### src/rtl/pingpong_buf_ctrl.sv
// rtl/pingpong_buf_ctrl.sv - ping-pong capture buffer sequencer with consumer handshake and overrun counting
module pingpong_buf_ctrl #(
  parameter int DATA_WIDTH = 16,
  parameter int ADDR_WIDTH = 11,
  parameter logic [DATA_WIDTH-1:0] DC_OFFSET = 16'h7FFF
) (
  input  logic                  HCLK,
  input  logic                  HRESET,
  input  logic                  EN,
  input  logic                  sample_valid,
  input  logic [DATA_WIDTH-1:0] sample_data,
  output logic [ADDR_WIDTH-1:0] ram_addr,
  output logic [DATA_WIDTH-1:0] ram_data,
  output logic                  ping_we,
  output logic                  pong_we,
  output logic                  buf_ready,
  output logic                  buf_sel,
  input  logic                  buf_ack,
  output logic                  overrun,
  input  logic                  ovr_clr,
  output logic [15:0]           drop_count
);

  typedef enum logic {S_IDLE, S_CAPTURE} state_t;

  state_t                r_state;
  state_t                w_state_nxt;
  logic [ADDR_WIDTH-1:0] r_wr_addr;
  logic                  r_wr_bank;
  logic                  r_rd_bank;
  logic [1:0]            r_full;
  logic                  r_set_pend;
  logic                  r_set_bank;
  logic [ADDR_WIDTH-1:0] r_ram_addr;
  logic [DATA_WIDTH-1:0] r_ram_data;
  logic                  r_ping_we;
  logic                  r_pong_we;
  logic                  r_overrun;
  logic [15:0]           r_drop_count;

  logic                  w_ack;
  logic [1:0]            w_clr;
  logic [1:0]            w_set;
  logic [1:0]            w_full_eff;
  logic                  w_cap;
  logic                  w_accept;
  logic                  w_drop;
  logic                  w_last;

  always_ff @(posedge HCLK) begin
    if (HRESET) r_state <= S_IDLE;
    else        r_state <= w_state_nxt;
  end

  always_comb begin
    w_state_nxt = r_state;
    case (r_state)
      S_IDLE:    if (EN)  w_state_nxt = S_CAPTURE;
      S_CAPTURE: if (!EN) w_state_nxt = S_IDLE;
      default:   w_state_nxt = S_IDLE;
    endcase
  end

  // An ack frees its bank before the overrun decision, so a sample arriving with it is kept.
  assign w_ack      = buf_ack & r_full[r_rd_bank];
  assign w_clr      = {w_ack & r_rd_bank, w_ack & ~r_rd_bank};
  assign w_set      = {r_set_pend & r_set_bank, r_set_pend & ~r_set_bank};
  assign w_full_eff = r_full & ~w_clr;
  assign w_cap      = (r_state == S_CAPTURE) & EN & sample_valid;
  assign w_drop     = w_cap & w_full_eff[r_wr_bank];
  assign w_accept   = w_cap & ~w_full_eff[r_wr_bank];
  assign w_last     = &r_wr_addr;

  always_ff @(posedge HCLK) begin
    if (HRESET) begin
      r_wr_addr    <= '0;
      r_wr_bank    <= 1'b0;
      r_rd_bank    <= 1'b0;
      r_full       <= 2'b00;
      r_set_pend   <= 1'b0;
      r_set_bank   <= 1'b0;
      r_ram_addr   <= '0;
      r_ram_data   <= '0;
      r_ping_we    <= 1'b0;
      r_pong_we    <= 1'b0;
      r_overrun    <= 1'b0;
      r_drop_count <= 16'h0000;
    end else begin
      r_ping_we <= w_accept & ~r_wr_bank;
      r_pong_we <= w_accept & r_wr_bank;
      if (w_accept) begin
        r_ram_addr <= r_wr_addr;
        r_ram_data <= sample_data - DC_OFFSET;
      end

      // Full flag lags the final write by a cycle so the consumer never sees a bank mid-write.
      r_set_pend <= w_accept & w_last;
      if (w_accept & w_last) r_set_bank <= r_wr_bank;
      r_full <= w_full_eff | w_set;
      if (w_ack) r_rd_bank <= ~r_rd_bank;

      if (!EN) begin
        r_wr_addr <= '0;
      end else if (w_accept) begin
        r_wr_addr <= r_wr_addr + 1'b1;
        if (w_last) r_wr_bank <= ~r_wr_bank;
      end

      if (ovr_clr) begin
        r_overrun    <= w_drop;
        r_drop_count <= w_drop ? 16'h0001 : 16'h0000;
      end else if (w_drop) begin
        r_overrun <= 1'b1;
        if (r_drop_count != 16'hFFFF) r_drop_count <= r_drop_count + 16'h0001;
      end
    end
  end

  assign ram_addr   = r_ram_addr;
  assign ram_data   = r_ram_data;
  assign ping_we    = r_ping_we;
  assign pong_we    = r_pong_we;
  assign buf_ready  = r_full[r_rd_bank];
  assign buf_sel    = r_rd_bank;
  assign overrun    = r_overrun;
  assign drop_count = r_drop_count;

endmodule
### config.mk
export PLATFORM = sky130hd
export DESIGN_NAME = pingpong_buf_ctrl
export DESIGN_NICKNAME = d
export VERILOG_FILES = /design/src/rtl/pingpong_buf_ctrl.sv
export SDC_FILE = /design/constraint.sdc
export NUM_CORES = 1
export LEC_CHECK = 0
export BUFFER_PORTS_ARGS = -buffer_cell sky130_fd_sc_hd__buf_2
export CORE_UTILIZATION = 53
export DETAILED_ROUTE_END_ITERATION = 16
export GPL_ROUTABILITY_DRIVEN = 0
export PLACE_DENSITY_LB_ADDON = 0.15
export SKIP_LAST_GASP = 1
export SYNTH_ARGS = -nofsm -noshare
export SYNTH_HDL_FRONTEND = slang
export SYNTH_SLANG_ARGS = --single-unit
### constraint.sdc
create_clock -name HCLK -period 2.2 [get_ports HCLK]
set_clock_uncertainty 0.2 [all_clocks]
set_input_delay 0 -clock HCLK [delete_from_list [all_inputs] [get_ports HCLK]]
set_output_delay 0 -clock HCLK [all_outputs]
set_load 0.005 [all_outputs]
# Yosys cells after proc, flatten, opt, wreduce, memory -nomap -nowiden

Cells that the tools add are included.

Reductions and logical operators: 6
Add/sub/neg operators: 3
Bitwise gates (word level): 20
Equality and inequality tests: 1
Magnitude comparators: 2
Multiplexer cells: 11

Operator list:

| kind                     | number |
|---|---|
| $mux W16                 | 3 |
| $add A16 B1 Y16 const B  | 1 |
| $ne A16 B16 Y1 const B   | 1 |
| $sub A16 B15 Y16 const B | 1 |
| $reduce_and A13 Y1       | 1 |
| $and A1 B1 Y1            | 12 |
| $add A11 B1 Y11 const B  | 1 |
| $reduce_and A11 Y1       | 1 |
| $mux W1                  | 8 |
| $not A1 Y1               | 5 |
| $lt A1 B2 Y1 const B     | 2 |
| $reduce_bool A2 Y1       | 2 |
| $and A2 B2 Y2            | 1 |
| $not A2 Y2               | 1 |
| $or A2 B2 Y2             | 1 |
| $reduce_and A2 Y1        | 1 |
| $reduce_or A2 Y1         | 1 |

Bits in registers: 64
Input bits: 22

# Longest topological paths before layout

Word-level depth: 11
Gate-level depth with buffers: 6

# Worst setup path before layout

Ideal clock, no wire load.

Path kind: reg2reg
Start point: register r_rd_bank (netlist: buf_sel)
End point: register r_drop_count[8] (netlist: drop_count[8])
Library setup time: 0.116 ns
Period minus slack after synthesis: 1.823 ns
Stages on the path, launching flop included: 6
Arrival time: 1.507 ns
Setup slack: 0.377 ns
Data required time: 1.884 ns
Cells stage by stage: dfxtp_1 -> a21bo_2 -> o22a_4 -> a2111oi_4 -> a21oi_1 -> a31o_1

Longest elaborated chain between the ends: 11
Elaborated cells between the ends (all ways): 13

RTL lines:

| what                                           | RTL line | source |
|---|---|---|
| start: declaration                             | 30       | `logic r_rd_bank;` |
| start signal: assignment                       | 100      | `if (w_ack) r_rd_bank <= ~r_rd_bank;` |
| $mux W1 (not written as such) (2 in a row)     | 65       | `assign w_ack = buf_ack & r_full[r_rd_bank];` |
| $and A1 B1 Y1                                  | 65       |  |
| $and A1 B1 Y1                                  | 66       | `assign w_clr = {w_ack & r_rd_bank, w_ack & ~r_rd_bank};` |
| $not A2 Y2 (*)                                 | 68       | `assign w_full_eff = r_full & ~w_clr;` |
| $and A2 B2 Y2 (*)                              | 68       |  |
| $mux W1 (not written as such) (*) (2 in a row) | 70       | `assign w_drop = w_cap & w_full_eff[r_wr_bank];` |
| $and A1 B1 Y1 (*)                              | 70       |  |
| $reduce_bool A2 Y1 (no source line) (*)        | n/a      |  |
| $reduce_and A2 Y1 (no source line) (*)         | n/a      |  |
| end signal: assignment                         | 111      | `r_drop_count <= w_drop ? 16'h0001 : 16'h0000;` |
| end signal: assignment                         | 114      | `if (r_drop_count != 16'hFFFF) r_drop_count <= r_drop_count + 16'h0001;` |
| end: declaration                               | 39       | `logic [15:0] r_drop_count;` |

Every way passes the cells marked *; elsewhere a longest branch is shown, timed or not. The select of a mux whose other input is x is not followed.
A chain may end at the register's enable or synchronous reset.

# Worst setup path in the final report

Start point: input sample_data[2]
End point: register r_ram_data[10] (netlist: ram_data[10])

Longest elaborated chain between the ends: 1

RTL lines:

| what                   | RTL line | source |
|---|---|---|
| start: declaration     | 11       | `input logic [DATA_WIDTH-1:0] sample_data,` |
| $sub A16 B15 Y16       | 93       | `r_ram_data <= sample_data - DC_OFFSET;` |
| end signal: assignment | 93       |  |
| end: declaration       | 35       | `logic [DATA_WIDTH-1:0] r_ram_data;` |

Every way passes these cells.

==> impl_metrics.ini <==
[placed_design]
place_hpwl_um = 4520
port_buffers = 69
preCtsSetupSlack_ns = 0.201

[global_routing]
grt_pass1_vias = 2782
grt_max_degree = 39
grt_overflow = 0
grt_first_pass_wirelength_um = 12400
grt_util_all_layers_pct = 26.6
grt_antenna_before_repair = 0

[route]
wirelength_um = 7260
firstDrtPassIters = 4
wl_per_cell_um = 14.0
drc_errors = 0
vias_per_cell = 5.49
final_antenna_net_count = 0
drtIter0Drc = 139
via_count = 2843

[clocking]
cts.sinks = 64
cts_tree = yes
clk_pin_slew_worst_paths_ns = 0.07
clock-root-buffer = clkbuf_8
h-tree-depth = 3
cts_buffers = 9
clock_path_buffers = 2
clock_latency_ns = 0.33

[yosys]
netlist_area_um2 = 2900
syn-num-nets = 368
async_flop_share_pct = 0
ys_ff_latch = 64
yosysWarnings = 0
synth.distinct_cells = 47
synth_cells = 343
syn_area_per_cell_um2 = 8.45
synthFlopType = dfxtp_1
synth_edf_count = 0
seq_area_frac_synth_pct = 44.2

[sta]
rsz0062_at_grt = no
fmax_ghz = 0.464
fin_tns_setup_ns = 0
tightest_slew_ns = 0.482
period_minus_slack_ns = 2.15
finalWorstSetupSlack_ns = 0.0469
timing.final.crit_share_pct = 97.9
relSlewSlack_pct = 67.6
hold_viol = 0
slew_violations = 0
setup_viol = 0

[floorplanning]
design.die.area_um2 = 5770
die_h_um = 75.9
design.core.area_um2 = 5170
fp.dieW_um = 75.9
initial_core_util_pct = 56.0
num_rows = 26
io_pins = 70

[finish]
fin_nets = 468
area_growth_pct = 30.8
drive_gt1_share_pct = 23.7
final_common_cell = buf_2
diodes = 0
final_core_util_pct = 73.3
layout.cells.most_common_list = 68 x buf_2, 64 x dfxtp_1, 46 x nand2_1

[power_and_ir_drop]
power_density_nw_per_um2 = 600
p_leak_nw = 1.48
ir_worst_vdd_uv = 337

[run_status]
outcome = finished clean

[setup_path]
start_kind = input pin
endpoint_kind = flop
arrival_ns = 2.19
crit_type = in -> reg
crit_path_max_fanout = 5
critical_path_required_ns = 2.24

[worst_hold_path]
holdCritPathClass = in -> reg

[run]
cap_violations = 0
-- Yosys cell counts, types with 3 or more instances --
master    instances  share of area [%]
a211oi_1         15                3.9
a21oi_1          31                5.4
and3_1            6                1.3
and4_1            6                1.8
buf_2             7                1.2
clkbuf_1          5               0.65
dfxtp_1          64                 44
ha_1              3                1.3
inv_1             5               0.65
nand2_1          46                6.0
nand3_1          20                3.5
nand4_1           9                1.9
nor2_1           41                5.3
nor3_1            8                1.4
nor4_1            3               0.65
o21ai_0           8                1.4
or3_1             7                1.5
xnor2_1          11                3.3
xor2_1           14                4.2
-- power breakdown --
| group | switching, W | internal, W | total [W] | leakage, nW |
|---|---|---|---|---|
| clock | 0.000427 | 0.000496 | 0.000923 | 0.0992 |
| combinational | 0.0000914 | 0.0000848 | 0.000176 | 0.867 |
| sequential | 0.00000548 | 0.00117 | 0.00118 | 0.517 |
| total | 0.000523 | 0.00175 | 0.00227 | 1.48 |
-- state kept, by name, indices dropped and copies added (netlist names) --
| register | count |
|---|---|
| drop_count | 16 |
| ram_data | 16 |
| r_wr_addr | 11 |
| ram_addr | 11 |
| r_full | 2 |
| buf_sel | 1 |
| overrun | 1 |
| ping_we | 1 |
| pong_we | 1 |
| r_set_bank | 1 |
| r_set_pend | 1 |
| r_state | 1 |
| r_wr_bank | 1 |
-- stage by stage --
step	total power, W	area [um^2]	std cells	hold WS (ns)
finish	0.00227	3790	518	0.0665
global route	0.00237	3790	518	0.117
CTS	0.00228	3780	518	0.0526
detailed placement	0.00133	3310	474	0.0617
global placement	0.00132	3310	474	0.0520
floorplan	0.00127	2900	343	-0.104
-- cell type report --
cell class	instances	area, um^2
clock buffers	13	169
clock inverters	3	15.0
fillers	410	1380
inverters	5	18.8
multi-input cells	259	1540
flip-flops and latches	64	1280
well taps	70	87.6
repair buffers	104	681
-- worst paths after layout --
check	to	slack [ns]	from	depth (start not counted)
setup reg to reg	drop_count[9]$_SDFFE_PP0P_	0.16	r_full[1]$_SDFF_PP0_	6
hold / removal	drop_count[12]$_SDFFE_PP0P_	0.07	sample_valid	5
setup / recovery	ram_data[10]$_SDFFE_PP0N_	0.05	sample_data[2]	8
hold reg to reg	ram_addr[1]$_SDFFE_PP0N_	0.25	ram_addr[1]$_SDFFE_PP0N_	2
-- metal layers --
metal	global-route usage [%]	part of all wire, %
met3	4.70	3.2
met5	0	0
met4	17.3	3.0
met1	31.8	46
met2	43.9	48
-- timing repair --
item / in CTS / in global routing
endpoints found under the setup margin: 0 / 3
hold endpoints to repair: 38 / 0
hold buffers: 28 / 0
buffers inserted: 0 / 0
gates resized for setup: 0 / 5
-- kinds of logic after synthesis --
logic type,count (synthesis),synth area share [%]
AND/OR/NAND/NOR,159,26.5
adder cells (fa/ha/maj),3,1.30
XOR/XNOR,25,7.56
multiplexers,2,0.734
flip-flops,64,44.2
AO/OA/AOI/OAI,70,16.7
buffers and inverters,20,3.02
-- worst max-delay path: stages --
cell           delay, ns
dlygate4sd3_1       0.52
buf_2               0.16
and4_4              0.27
nand2_1             0.13
nor3_2              0.22
xnor2_1             0.07
dlygate4sd3_1       0.56
a211oi_1            0.26
Note: power is estimated with default switching activity, not from simulation.
